==> config.mk <==
export PLATFORM = sky130hd
export DESIGN_NAME = fpu_issue_ctrl_flat
export DESIGN_NICKNAME = d
export VERILOG_FILES = /design/src/rtl/fpu_ctrl_pkg.sv /design/src/rtl/fpu_issue_ctrl_if.sv /design/src/rtl/fpu_scoreboard.sv /design/src/rtl/fpu_issue_ctrl.sv /design/src/flat_wrapper.sv
export SDC_FILE = /design/constraint.sdc
export NUM_CORES = 1
export LEC_CHECK = 0
export ABC_AREA = 1
export CELL_PAD_IN_SITES_DETAIL_PLACEMENT = 0
export CELL_PAD_IN_SITES_GLOBAL_PLACEMENT = 1
export CORE_UTILIZATION = 42
export DETAILED_ROUTE_END_ITERATION = 6
export PLACE_DENSITY_LB_ADDON = 0.3
export SYNTH_ARGS = -nofsm -noshare
export SYNTH_HDL_FRONTEND = slang
export SYNTH_HIERARCHICAL = 1
export SYNTH_SLANG_ARGS = --single-unit
==> constraint.sdc <==
create_clock -name clk -period 4.4 [get_ports clk]
set_clock_uncertainty 0.1 [all_clocks]
set_input_delay 0.44 -clock clk [delete_from_list [all_inputs] [get_ports clk]]
set_output_delay 0.44 -clock clk [all_outputs]
set_load 0.005 [all_outputs]
==> src/rtl/fpu_ctrl_pkg.sv <==
// Shared types and default latencies for the PSIMD FPU issue/writeback control.
// Unit-select codes, ring-entry layout and the default pipeline depths live here.
package fpu_ctrl_pkg;

   typedef enum logic [3:0] {
      ENA_NOP  = 4'b0000,
      ENA_ADD  = 4'b0001,
      ENA_MUL  = 4'b0010,
      ENA_DIV  = 4'b0011,
      ENA_SQRT = 4'b0100,
      ENA_SGNJ = 4'b0101,
      ENA_CMP  = 4'b0110,
      ENA_ITF  = 4'b0111,
      ENA_FTI  = 4'b1000,
      ENA_FMA  = 4'b1001
   } ena_e;

   localparam int DEF_ADD_LAT  = 3;
   localparam int DEF_MUL_LAT  = 4;
   localparam int DEF_FMA_LAT  = 6;
   localparam int DEF_MISC_LAT = 1;
   localparam int DEF_MAX_LAT  = 6;

   typedef struct packed {
      logic       vld;
      logic [4:0] rd;
      logic       we;
   } ring_entry_t;

endpackage

==> src/rtl/fpu_issue_ctrl_if.sv <==
// Decoder-to-issue handshake bundle: one decoded op per cycle, valid/ready.
interface fpu_issue_ctrl_if;

   logic       in_valid;
   logic       in_ready;
   logic [3:0] in_ena;
   logic [4:0] in_rs1;
   logic [4:0] in_rs2;
   logic [4:0] in_rs3;
   logic [4:0] in_rd;
   logic       in_wr_enable;

   modport master (
      output in_valid, in_ena, in_rs1, in_rs2, in_rs3, in_rd, in_wr_enable,
      input  in_ready
   );

   modport slave (
      input  in_valid, in_ena, in_rs1, in_rs2, in_rs3, in_rd, in_wr_enable,
      output in_ready
   );

endinterface

==> src/rtl/fpu_scoreboard.sv <==
// Per-register pending bits: set on issue of a writing op, cleared on its writeback.
module fpu_scoreboard (
   input  logic        clk,
   input  logic        rst_n,
   input  logic        set_en,
   input  logic [4:0]  set_idx,
   input  logic        clr_en,
   input  logic [4:0]  clr_idx,
   input  logic [4:0]  rd_idx_a,
   input  logic [4:0]  rd_idx_b,
   input  logic [4:0]  rd_idx_c,
   output logic        rd_a,
   output logic        rd_b,
   output logic        rd_c,
   output logic [31:0] pending
);

   logic [31:0] pend_reg;
   logic [31:0] pend_next;

   genvar gi;
   generate
      for (gi = 0; gi < 32; gi++) begin : g_bit
         // WAW stalls keep set and clear of one bit from ever coinciding.
         assign pend_next[gi] = (set_en && set_idx == 5'(gi)) |
                                (pend_reg[gi] & ~(clr_en && clr_idx == 5'(gi)));
      end
   endgenerate

   always_ff @(posedge clk or negedge rst_n) begin
      if (!rst_n) begin
         pend_reg <= '0;
      end else begin
         pend_reg <= pend_next;
      end
   end

   assign rd_a    = pend_reg[rd_idx_a];
   assign rd_b    = pend_reg[rd_idx_b];
   assign rd_c    = pend_reg[rd_idx_c];
   assign pending = pend_reg;

endmodule

==> src/rtl/fpu_issue_ctrl.sv <==
// FPU issue and writeback scheduler: hazard stalls, fixed-latency reservation ring,
// div/sqrt sequencing and arbitration of the single register-file write port.
module fpu_issue_ctrl
   import fpu_ctrl_pkg::*;
#(
   parameter int ADD_LAT  = DEF_ADD_LAT,
   parameter int MUL_LAT  = DEF_MUL_LAT,
   parameter int FMA_LAT  = DEF_FMA_LAT,
   parameter int MISC_LAT = DEF_MISC_LAT,
   parameter int MAX_LAT  = DEF_MAX_LAT
) (
   input  logic            clk,
   input  logic            rst_n,
   fpu_issue_ctrl_if.slave dec,
   output logic            issue_valid,
   output logic [3:0]      issue_ena,
   output logic            iter_start,
   output logic            iter_sqrt,
   input  logic            iter_done,
   output logic            iter_ack,
   output logic            wb_valid,
   output logic [4:0]      wb_rd,
   output logic            wb_sel_iter,
   output logic [31:0]     pending
);

   localparam int LAT_W = $clog2(MAX_LAT + 1);

   localparam logic [1:0] ST_IDLE = 2'd0;
   localparam logic [1:0] ST_RUN  = 2'd1;
   localparam logic [1:0] ST_WB   = 2'd2;

   logic [1:0]       state_reg, state_next;
   logic [4:0]       iter_rd_reg;
   logic             iter_we_reg;
   // Slot MAX_LAT is never loaded; it stays empty so any latency can index slot L.
   ring_entry_t      ring_reg  [MAX_LAT+1];
   ring_entry_t      ring_next [MAX_LAT+1];
   ring_entry_t      new_entry;

   logic             is_fixed, is_iter;
   logic [LAT_W-1:0] op_lat;
   logic             pend_rs1, pend_rs2, pend_rs3;
   logic             stall, in_ready_int, accept;
   logic             fix_issue, iter_issue, iter_wb_go, sb_set;

   always_comb begin
      is_fixed = 1'b0;
      is_iter  = 1'b0;
      op_lat   = '0;
      case (dec.in_ena)
         ENA_ADD: begin
            is_fixed = 1'b1;
            op_lat   = LAT_W'(ADD_LAT);
         end
         ENA_MUL: begin
            is_fixed = 1'b1;
            op_lat   = LAT_W'(MUL_LAT);
         end
         ENA_FMA: begin
            is_fixed = 1'b1;
            op_lat   = LAT_W'(FMA_LAT);
         end
         ENA_SGNJ, ENA_CMP, ENA_ITF, ENA_FTI: begin
            is_fixed = 1'b1;
            op_lat   = LAT_W'(MISC_LAT);
         end
         ENA_DIV, ENA_SQRT: is_iter = 1'b1;
         default: ;
      endcase
   end

   // The ring shifts before the new entry lands, so the slot that will hold it next
   // cycle is what currently sits one position higher: test slot L, load slot L-1.
   assign stall = (is_fixed | is_iter) &
                  (pend_rs1 | pend_rs2 |
                   ((dec.in_ena == ENA_FMA) & pend_rs3) |
                   (dec.in_wr_enable & pending[dec.in_rd]) |
                   (is_iter & (state_reg != ST_IDLE)) |
                   (is_fixed & ring_reg[op_lat].vld));

   assign in_ready_int = rst_n & ~stall;
   assign dec.in_ready = in_ready_int;
   assign accept       = dec.in_valid & in_ready_int;
   assign fix_issue    = accept & is_fixed;
   assign iter_issue   = accept & is_iter;
   assign sb_set       = accept & (is_fixed | is_iter) & dec.in_wr_enable;

   assign issue_valid = fix_issue;
   assign issue_ena   = fix_issue ? dec.in_ena : 4'b0000;
   assign iter_start  = iter_issue;
   assign iter_sqrt   = iter_issue & (dec.in_ena == ENA_SQRT);

   assign new_entry = '{vld: 1'b1, rd: dec.in_rd, we: dec.in_wr_enable};

   genvar gi;
   generate
      for (gi = 0; gi < MAX_LAT; gi++) begin : g_ring
         assign ring_next[gi] = (fix_issue && op_lat == LAT_W'(gi + 1)) ? new_entry
                                                                        : ring_reg[gi+1];
      end
   endgenerate
   assign ring_next[MAX_LAT] = '0;

   always_ff @(posedge clk or negedge rst_n) begin
      if (!rst_n) begin
         for (int i = 0; i <= MAX_LAT; i++) begin
            ring_reg[i] <= '0;
         end
      end else begin
         ring_reg <= ring_next;
      end
   end

   // Pipeline owns the write port; the iterative result waits for an empty slot 0.
   assign iter_wb_go  = (state_reg == ST_WB) & ~ring_reg[0].vld;
   assign iter_ack    = iter_wb_go;
   assign wb_sel_iter = iter_wb_go;
   assign wb_valid    = (ring_reg[0].vld & ring_reg[0].we) | (iter_wb_go & iter_we_reg);
   assign wb_rd       = ring_reg[0].vld ? ring_reg[0].rd :
                        (iter_wb_go ? iter_rd_reg : 5'd0);

   always_comb begin
      state_next = state_reg;
      case (state_reg)
         ST_IDLE: if (iter_issue) state_next = ST_RUN;
         ST_RUN:  if (iter_done)  state_next = ST_WB;
         ST_WB:   if (iter_wb_go) state_next = ST_IDLE;
         default: state_next = ST_IDLE;
      endcase
   end

   always_ff @(posedge clk or negedge rst_n) begin
      if (!rst_n) begin
         state_reg   <= ST_IDLE;
         iter_rd_reg <= '0;
         iter_we_reg <= 1'b0;
      end else begin
         state_reg <= state_next;
         if (iter_issue) begin
            iter_rd_reg <= dec.in_rd;
            iter_we_reg <= dec.in_wr_enable;
         end
      end
   end

   fpu_scoreboard u_scoreboard (
      .clk      (clk),
      .rst_n    (rst_n),
      .set_en   (sb_set),
      .set_idx  (dec.in_rd),
      .clr_en   (wb_valid),
      .clr_idx  (wb_rd),
      .rd_idx_a (dec.in_rs1),
      .rd_idx_b (dec.in_rs2),
      .rd_idx_c (dec.in_rs3),
      .rd_a     (pend_rs1),
      .rd_b     (pend_rs2),
      .rd_c     (pend_rs3),
      .pending  (pending)
   );

endmodule

==> src/flat_wrapper.sv <==
// flat-port wrapper written by rule: the top's interface ports become plain ports
module fpu_issue_ctrl_flat import fpu_ctrl_pkg::*;
#(
   parameter int ADD_LAT  = DEF_ADD_LAT,
   parameter int MUL_LAT  = DEF_MUL_LAT,
   parameter int FMA_LAT  = DEF_FMA_LAT,
   parameter int MISC_LAT = DEF_MISC_LAT,
   parameter int MAX_LAT  = DEF_MAX_LAT
)
  (clk, rst_n, issue_valid, issue_ena, iter_start, iter_sqrt, iter_done, iter_ack, wb_valid, wb_rd, wb_sel_iter, pending, dec_in_valid, dec_in_ena, dec_in_rs1, dec_in_rs2, dec_in_rs3, dec_in_rd, dec_in_wr_enable, dec_in_ready);
  fpu_issue_ctrl_if dec_i ();
  input  logic clk;
  input  logic rst_n;
  output logic issue_valid;
  output logic [3:0] issue_ena;
  output logic iter_start;
  output logic iter_sqrt;
  input  logic iter_done;
  output logic iter_ack;
  output logic wb_valid;
  output logic [4:0] wb_rd;
  output logic wb_sel_iter;
  output logic [31:0] pending;
  input wire logic [$bits(dec_i.in_valid)-1:0] dec_in_valid;
  input wire logic [$bits(dec_i.in_ena)-1:0] dec_in_ena;
  input wire logic [$bits(dec_i.in_rs1)-1:0] dec_in_rs1;
  input wire logic [$bits(dec_i.in_rs2)-1:0] dec_in_rs2;
  input wire logic [$bits(dec_i.in_rs3)-1:0] dec_in_rs3;
  input wire logic [$bits(dec_i.in_rd)-1:0] dec_in_rd;
  input wire logic [$bits(dec_i.in_wr_enable)-1:0] dec_in_wr_enable;
  output wire logic [$bits(dec_i.in_ready)-1:0] dec_in_ready;
  assign dec_i.in_valid = dec_in_valid;
  assign dec_i.in_ena = dec_in_ena;
  assign dec_i.in_rs1 = dec_in_rs1;
  assign dec_i.in_rs2 = dec_in_rs2;
  assign dec_i.in_rs3 = dec_in_rs3;
  assign dec_i.in_rd = dec_in_rd;
  assign dec_i.in_wr_enable = dec_in_wr_enable;
  assign dec_in_ready = dec_i.in_ready;
  fpu_issue_ctrl #(.ADD_LAT(ADD_LAT), .MUL_LAT(MUL_LAT), .FMA_LAT(FMA_LAT), .MISC_LAT(MISC_LAT), .MAX_LAT(MAX_LAT)) u_core (.clk(clk), .rst_n(rst_n), .dec(dec_i), .issue_valid(issue_valid), .issue_ena(issue_ena), .iter_start(iter_start), .iter_sqrt(iter_sqrt), .iter_done(iter_done), .iter_ack(iter_ack), .wb_valid(wb_valid), .wb_rd(wb_rd), .wb_sel_iter(wb_sel_iter), .pending(pending));
endmodule
* Yosys cells after proc, flatten, opt, wreduce, memory -nomap -nowiden
Cells that the tools add are included.
Word-level totals: bits in registers 82, input port bits 29, output and inout port bits 48, word-level logic and storage cells 335
Operators by class: magnitude comparators 5, eq/ne operators 82, multiplexer cells 27, bitwise gates (word level) 121, reductions and logical operators 78
Operators by type and width (count):
- $eq A5 B5 Y1 const B | 32
- $eq A5 B4 Y1 const B | 16
- $logic_and A1 B1 Y1 | 70
- $mux W7 | 8
- $and A1 B1 Y1 | 47
- $eq A5 B3 Y1 const B | 8
- $or A1 B1 Y1 | 39
- $not A1 Y1 | 34
- $lt A5 B6 Y1 const B | 4
- $bmux W7 S3 | 1
- $bmux W1 S5 | 4
- $eq A5 B2 Y1 const B | 4
- $eq A4 B3 Y1 const B | 4
- $pmux W3 S4 | 1
- $eq A5 B1 Y1 const B | 2
- $logic_not A5 Y1 | 2
- $mux W5 | 2
- $eq A3 B3 Y1 const B | 3
- $eq A4 B2 Y1 const B | 2
- $eq A4 B4 Y1 const B | 2
- $reduce_or A7 Y1 | 1
- $eq A3 B2 Y1 const B | 2
- $mux W1 | 6
- $mux W2 | 3
- 15 further kinds | 16

* Logic depth before layout (Yosys ltp)
word-level depth 17, depth in mapped cells 23

* Modules after synthesis
Netlist, hierarchy kept.
By module, submodules not included:
- fpu_issue_ctrl | times used 1, cells each 289, area an instance 2443.6 sq um, sequential area each 1251.2 sq um
- fpu_scoreboard | times used 1, cells each 400, area an instance 2438.6 sq um, sequential area each 800.8 sq um

* Worst setup path after synthesis
OpenSTA, ideal clock, no wires.
path kind input to output, start input port dec_in_rs2[0], end output port iter_start, arrival time 2.145 ns, slack 1.715 ns, stages 21, buffers on the path 3, cell sequence buf_6 > inv_6 > buf_6 > nand2_1 > nand3_1 > nand3_1 > nand2_1 > nand2_1 > nand2_1 > nand2_1 > nand2_1 > nor2_1 > nand2_1 > a21oi_1 > nand2_1 > nor2_2 > nand2_2 > a21boi_4 > nand3_2 > buf_6 > inv_1
On the way: longest elaborated chain between the ends 12
RTL lines:
- from (decl) | line flat_wrapper.sv:27 | input wire logic [$bits(dec_i.in_rs2)-1:0] dec_in_rs2;
- $bmux W1 S5 | line fpu_scoreboard.sv:39 | assign rd_b = pend_reg[rd_idx_b];
- $mux W1 (implied by the code) | line fpu_scoreboard.sv:39
- named net u_core.pend_rs2 | line fpu_issue_ctrl.sv:43 | logic pend_rs1, pend_rs2, pend_rs3;
- $or A1 B1 Y1 (2 in a row) | line fpu_issue_ctrl.sv:76 | (pend_rs1 | pend_rs2 |
- $or A1 B1 Y1 | line fpu_issue_ctrl.sv:77 | ((dec.in_ena == ENA_FMA) & pend_rs3) |
- $or A1 B1 Y1 | line fpu_issue_ctrl.sv:78 | (dec.in_wr_enable & pending[dec.in_rd]) |
- $or A1 B1 Y1 | line fpu_issue_ctrl.sv:79 | (is_iter & (state_reg != ST_IDLE)) |
- $and A1 B1 Y1 | line fpu_issue_ctrl.sv:75 | assign stall = (is_fixed | is_iter) &
- $not A1 Y1 | line fpu_issue_ctrl.sv:82 | assign in_ready_int = rst_n & ~stall;
- $and A1 B1 Y1 | line fpu_issue_ctrl.sv:82
- named net dec_in_ready | line flat_wrapper.sv:31 | output wire logic [$bits(dec_i.in_ready)-1:0] dec_in_ready;
- $and A1 B1 Y1 | line fpu_issue_ctrl.sv:84 | assign accept = dec.in_valid & in_ready_int;
- $and A1 B1 Y1 | line fpu_issue_ctrl.sv:86 | assign iter_issue = accept & is_iter;
- to (decl) | line flat_wrapper.sv:16 | output logic iter_start;
The timed path passes the listed nets, and every way through them passes these cells. The select of a mux whose other input is x is not followed.

* Worst setup path after layout
start input port dec_in_rs2[0], end output port issue_ena[3]
On the way: longest elaborated chain between the ends 13
RTL lines:
- $bmux W1 S5 | line fpu_scoreboard.sv:39
- $mux W1 (implied by the code) | line fpu_scoreboard.sv:39
- named net u_core.pend_rs2 | line fpu_issue_ctrl.sv:43
- $or A1 B1 Y1 (2 in a row) | line fpu_issue_ctrl.sv:76
- $or A1 B1 Y1 | line fpu_issue_ctrl.sv:77
- $or A1 B1 Y1 | line fpu_issue_ctrl.sv:78
- $or A1 B1 Y1 | line fpu_issue_ctrl.sv:79
- $and A1 B1 Y1 | line fpu_issue_ctrl.sv:75
- $not A1 Y1 | line fpu_issue_ctrl.sv:82
- $and A1 B1 Y1 | line fpu_issue_ctrl.sv:82
- $and A1 B1 Y1 | line fpu_issue_ctrl.sv:84
- $and A1 B1 Y1 | line fpu_issue_ctrl.sv:85 | assign fix_issue = accept & is_fixed;
- $mux W4 | line fpu_issue_ctrl.sv:90 | assign issue_ena = fix_issue ? dec.in_ena : 4'b0000;
- to (decl) | line flat_wrapper.sv:15 | output logic [3:0] issue_ena;
The timed path passes the listed nets, and every way through them passes these cells. The select of a mux whose other input is x is not followed.

==> results.yml <==
worst_setup_path:
  path_class: "in2out"
  worst_ep_arrival_time_ps: 3390
  critPathMaxFanout: 16
  crit_path_start_kind: "primary input"
  cp_data_required_time_ps: 3860
  cp-end-kind: "primary output"
global_routing:
  antenna_found_initial: 0
  overflow: 0
  grt_pass1_vias: 4530
  grt_usage_pct: 27.68
  grt_pass1_wl_mm: 24.44
  grt_max_degree: 59
placement:
  io_buffers: 76
  dp_hpwl_mm: 11.17
  placed_cells: 873
  gp_congestion: 0.9593
  place_area_um2: 5598
cts:
  cts_tree: "yes"
  numCtsBuffers: 9
  cts-root-buf: "clkbuf_16"
  cts_buffer_depth: 2
  clkTransAtPathRegs_ps: 70
  clk-insertion-delay-late_ps: 340
  htree_levels: 3
  cts.sinks: 82
synth:
  yosysTopAreaCell: "dfrtp_1"
  syn_inst: 689
  synth_nets: 718
  synth.distinct_cells: 26
  yosysTopAreaCellShare_pct: 42.03
  synth_area_um2: 4882
  synth_warnings: 6
  ys_top_cells_by_area: "dfrtp_1 42%, nand2_1 20%, nand3_1 10%"
  synth_area_per_cell_um2: 7.086
  yosysSeqAreaShare_pct: 42.03
  synth-seq-cells: 82
layout:
  largest_reg_flops: 42
  drive_gt1_share_pct: 8.701
  fin_cells: 890
  area.growth.synth_to_final_pct: 21.04
  layout_common_cells: "260 x nand2_1, 102 x nand3_1, 82 x dfrtp_1"
  num_antenna_cells: 0
  nets: 771
  final_cell_area_um2: 5909
  nFillCells: 1164
  final_common_cell: "nand2_1"
drt:
  routed_via_density: 5.572
  wl_per_cell_um: 17.87
  drt-total-wl_mm: 15.90
  postRouteAntennaNets: 0
  vias: 4959
  dr.pass1.iters: 5
  drcViolationCount: 0
  drt_iter0_markers: 423
timing:
  timing.final.crit_share_pct: 89.29
  hold_violations: 0
  setup_tns_ps: 0
  rsz0062_at_grt: "false"
  timing.hold.ws_ps: 241.7
  slew-limit-headroom_pct: 39.54
  slew_viol_final: 0
  min_period_ps: 3929
  fmax_mhz: 254.5
  setup_violations: 0
  max_slew.worst_pin.slew_ps: 900.0
floorplanning:
  die_y_um: 109.8
  initial_core_util_pct: 42.94
  fp-row-count: 39
  die_x_um: 109.8
  coreArea_um2: 11370
  ioPinCount: 77
  die_area_um2: 12060
power:
  vdd_ir_drop_max_uv: 286.5
  power_frac_clock_pct: 41.8
  powerDensity_nw_per_um2: 309.2
  swShare_pct: 27.59
  combPwrFrac_pct: 14.5
  power_switching_w: 0.0005042
  p_leak_nw: 2.918
  p_seq_share_pct: 43.7
  p_int_w: 0.001323
outcome:
  status: "finished, final reports clean"
worst_hold_path:
  hold_path.class: "reg2reg"
run:
  cap_violations: 0
==> synthesized netlist by cell type (all sizes together) <==
cell type and count:
dfrtp 82, nand2 265, o21ai 91, inv 52, clkbuf 19, o211ai 1, a22o 6, o31ai 1
nor3 3, nand3 107, a21boi 1, nand4 1, buf 23, nor2 36, a21oi 1
==> stage by stage <==
stage,power (W),setup slack (ps),utilization (%)
2_1_floorplan,0.0009772,1715,-
3_3_place_gp,0.001069,584.5,49.24
3_5_place_dp,0.001074,492.4,49.24
4_1_cts,0.001840,483.5,51.98
5_1_grt,0.001902,190.9,51.98
6_report,0.001827,471.2,51.98
==> final cells by class <==
class | count | area [µm²] | area share, %
flip-flops and latches | 82 | 2052 | 34.72
inverters | 52 | 210.2 | 3.557
multi-input cells | 513 | 2346 | 39.70
repair buffers | 84 | 820.8 | 13.89
well taps | 143 | 178.9 | 3.028
clock buffers | 9 | 225.2 | 3.811
clock inverters | 7 | 76.32 | 1.292
==> metal layers <==
| layer | wire (µm) | GRT usage, % | part of all wire, % |
|---|---|---|---|
| met5 | 0 | 0 | 0 |
| met3 | 1241 | 3.675 | 7.8 |
| met4 | 804 | 15.43 | 5.1 |
| met2 | 7311 | 44.24 | 46 |
| met1 | 6546 | 36.18 | 41 |
==> repair_timing <==
item / CTS / global route
gates resized for setup: 0 / 0
endpoints found under the hold margin: 24 / 0
hold buffers: 1 / 0
buffers inserted: 0 / 0
==> worst max-delay path: stages <==
cell	delay, ps
clkdlybuf4s50_1	490
buf_4	230
nand2_1	100
nand3_1	90
nand3_1	100
nand2_1	70
nand2_1	50
nand2_1	50
nand2_1	50
nand2_1	80
nor2_1	120
nand2_1	70
a21oi_1	120
nand2_1	80
nor2_2	110
nand2_2	80
nand2_1	100
nand4_2	270
nor2_1	190
clkdlybuf4s50_1	520
==> worst paths after layout <==
path	from	to	slack (ps)	cells after the start
worst max-delay path	dec_in_rs2[0]	issue_ena[3]	470	20
worst min-delay path	u_core/ring_reg[9]$_DFF_PN0_	u_core/ring_reg[16]$_DFF_PN0_	240	0
worst max register to register	u_core/u_scoreboard/pending[5]$_DFF_PN0_	u_core/u_scoreboard/pending[31]$_DFF_PN0_	1260	19
worst min register to register	u_core/ring_reg[9]$_DFF_PN0_	u_core/ring_reg[16]$_DFF_PN0_	240	0
max in group asynchronous	rst_n	u_core/ring_reg[13]$_DFF_PN0_	2710	3
min in group asynchronous	rst_n	u_core/u_scoreboard/pending[0]$_DFF_PN0_	470	2
==> power by group through the flow <==
| stage | Combinational (W) | Clock (W) | Sequential, W |
|---|---|---|---|
| after CTS | 0.000265 | 0.000777 | 0.000798 |
| after global routing | 0.000297 | 0.000805 | 0.000800 |
| after floorplan | 0.000174 | 0 | 0.000804 |
| after global placement | 0.000259 | 0 | 0.000811 |
| final | 0.000265 | 0.000764 | 0.000799 |
| after detailed placement | 0.000263 | 0 | 0.000812 |
==> cells by family (layout without fill, tap and decap cells) <==
kind of cell           Yosys count  after routing  synth area share, %
AND/OR/NAND/NOR                412            412                36.01
AO/OA/AOI/OAI                  101            101                12.05
buffers and inverters           94            152                9.918
flip-flops                      82             82                42.03
(Power assumes the default switching activity.)
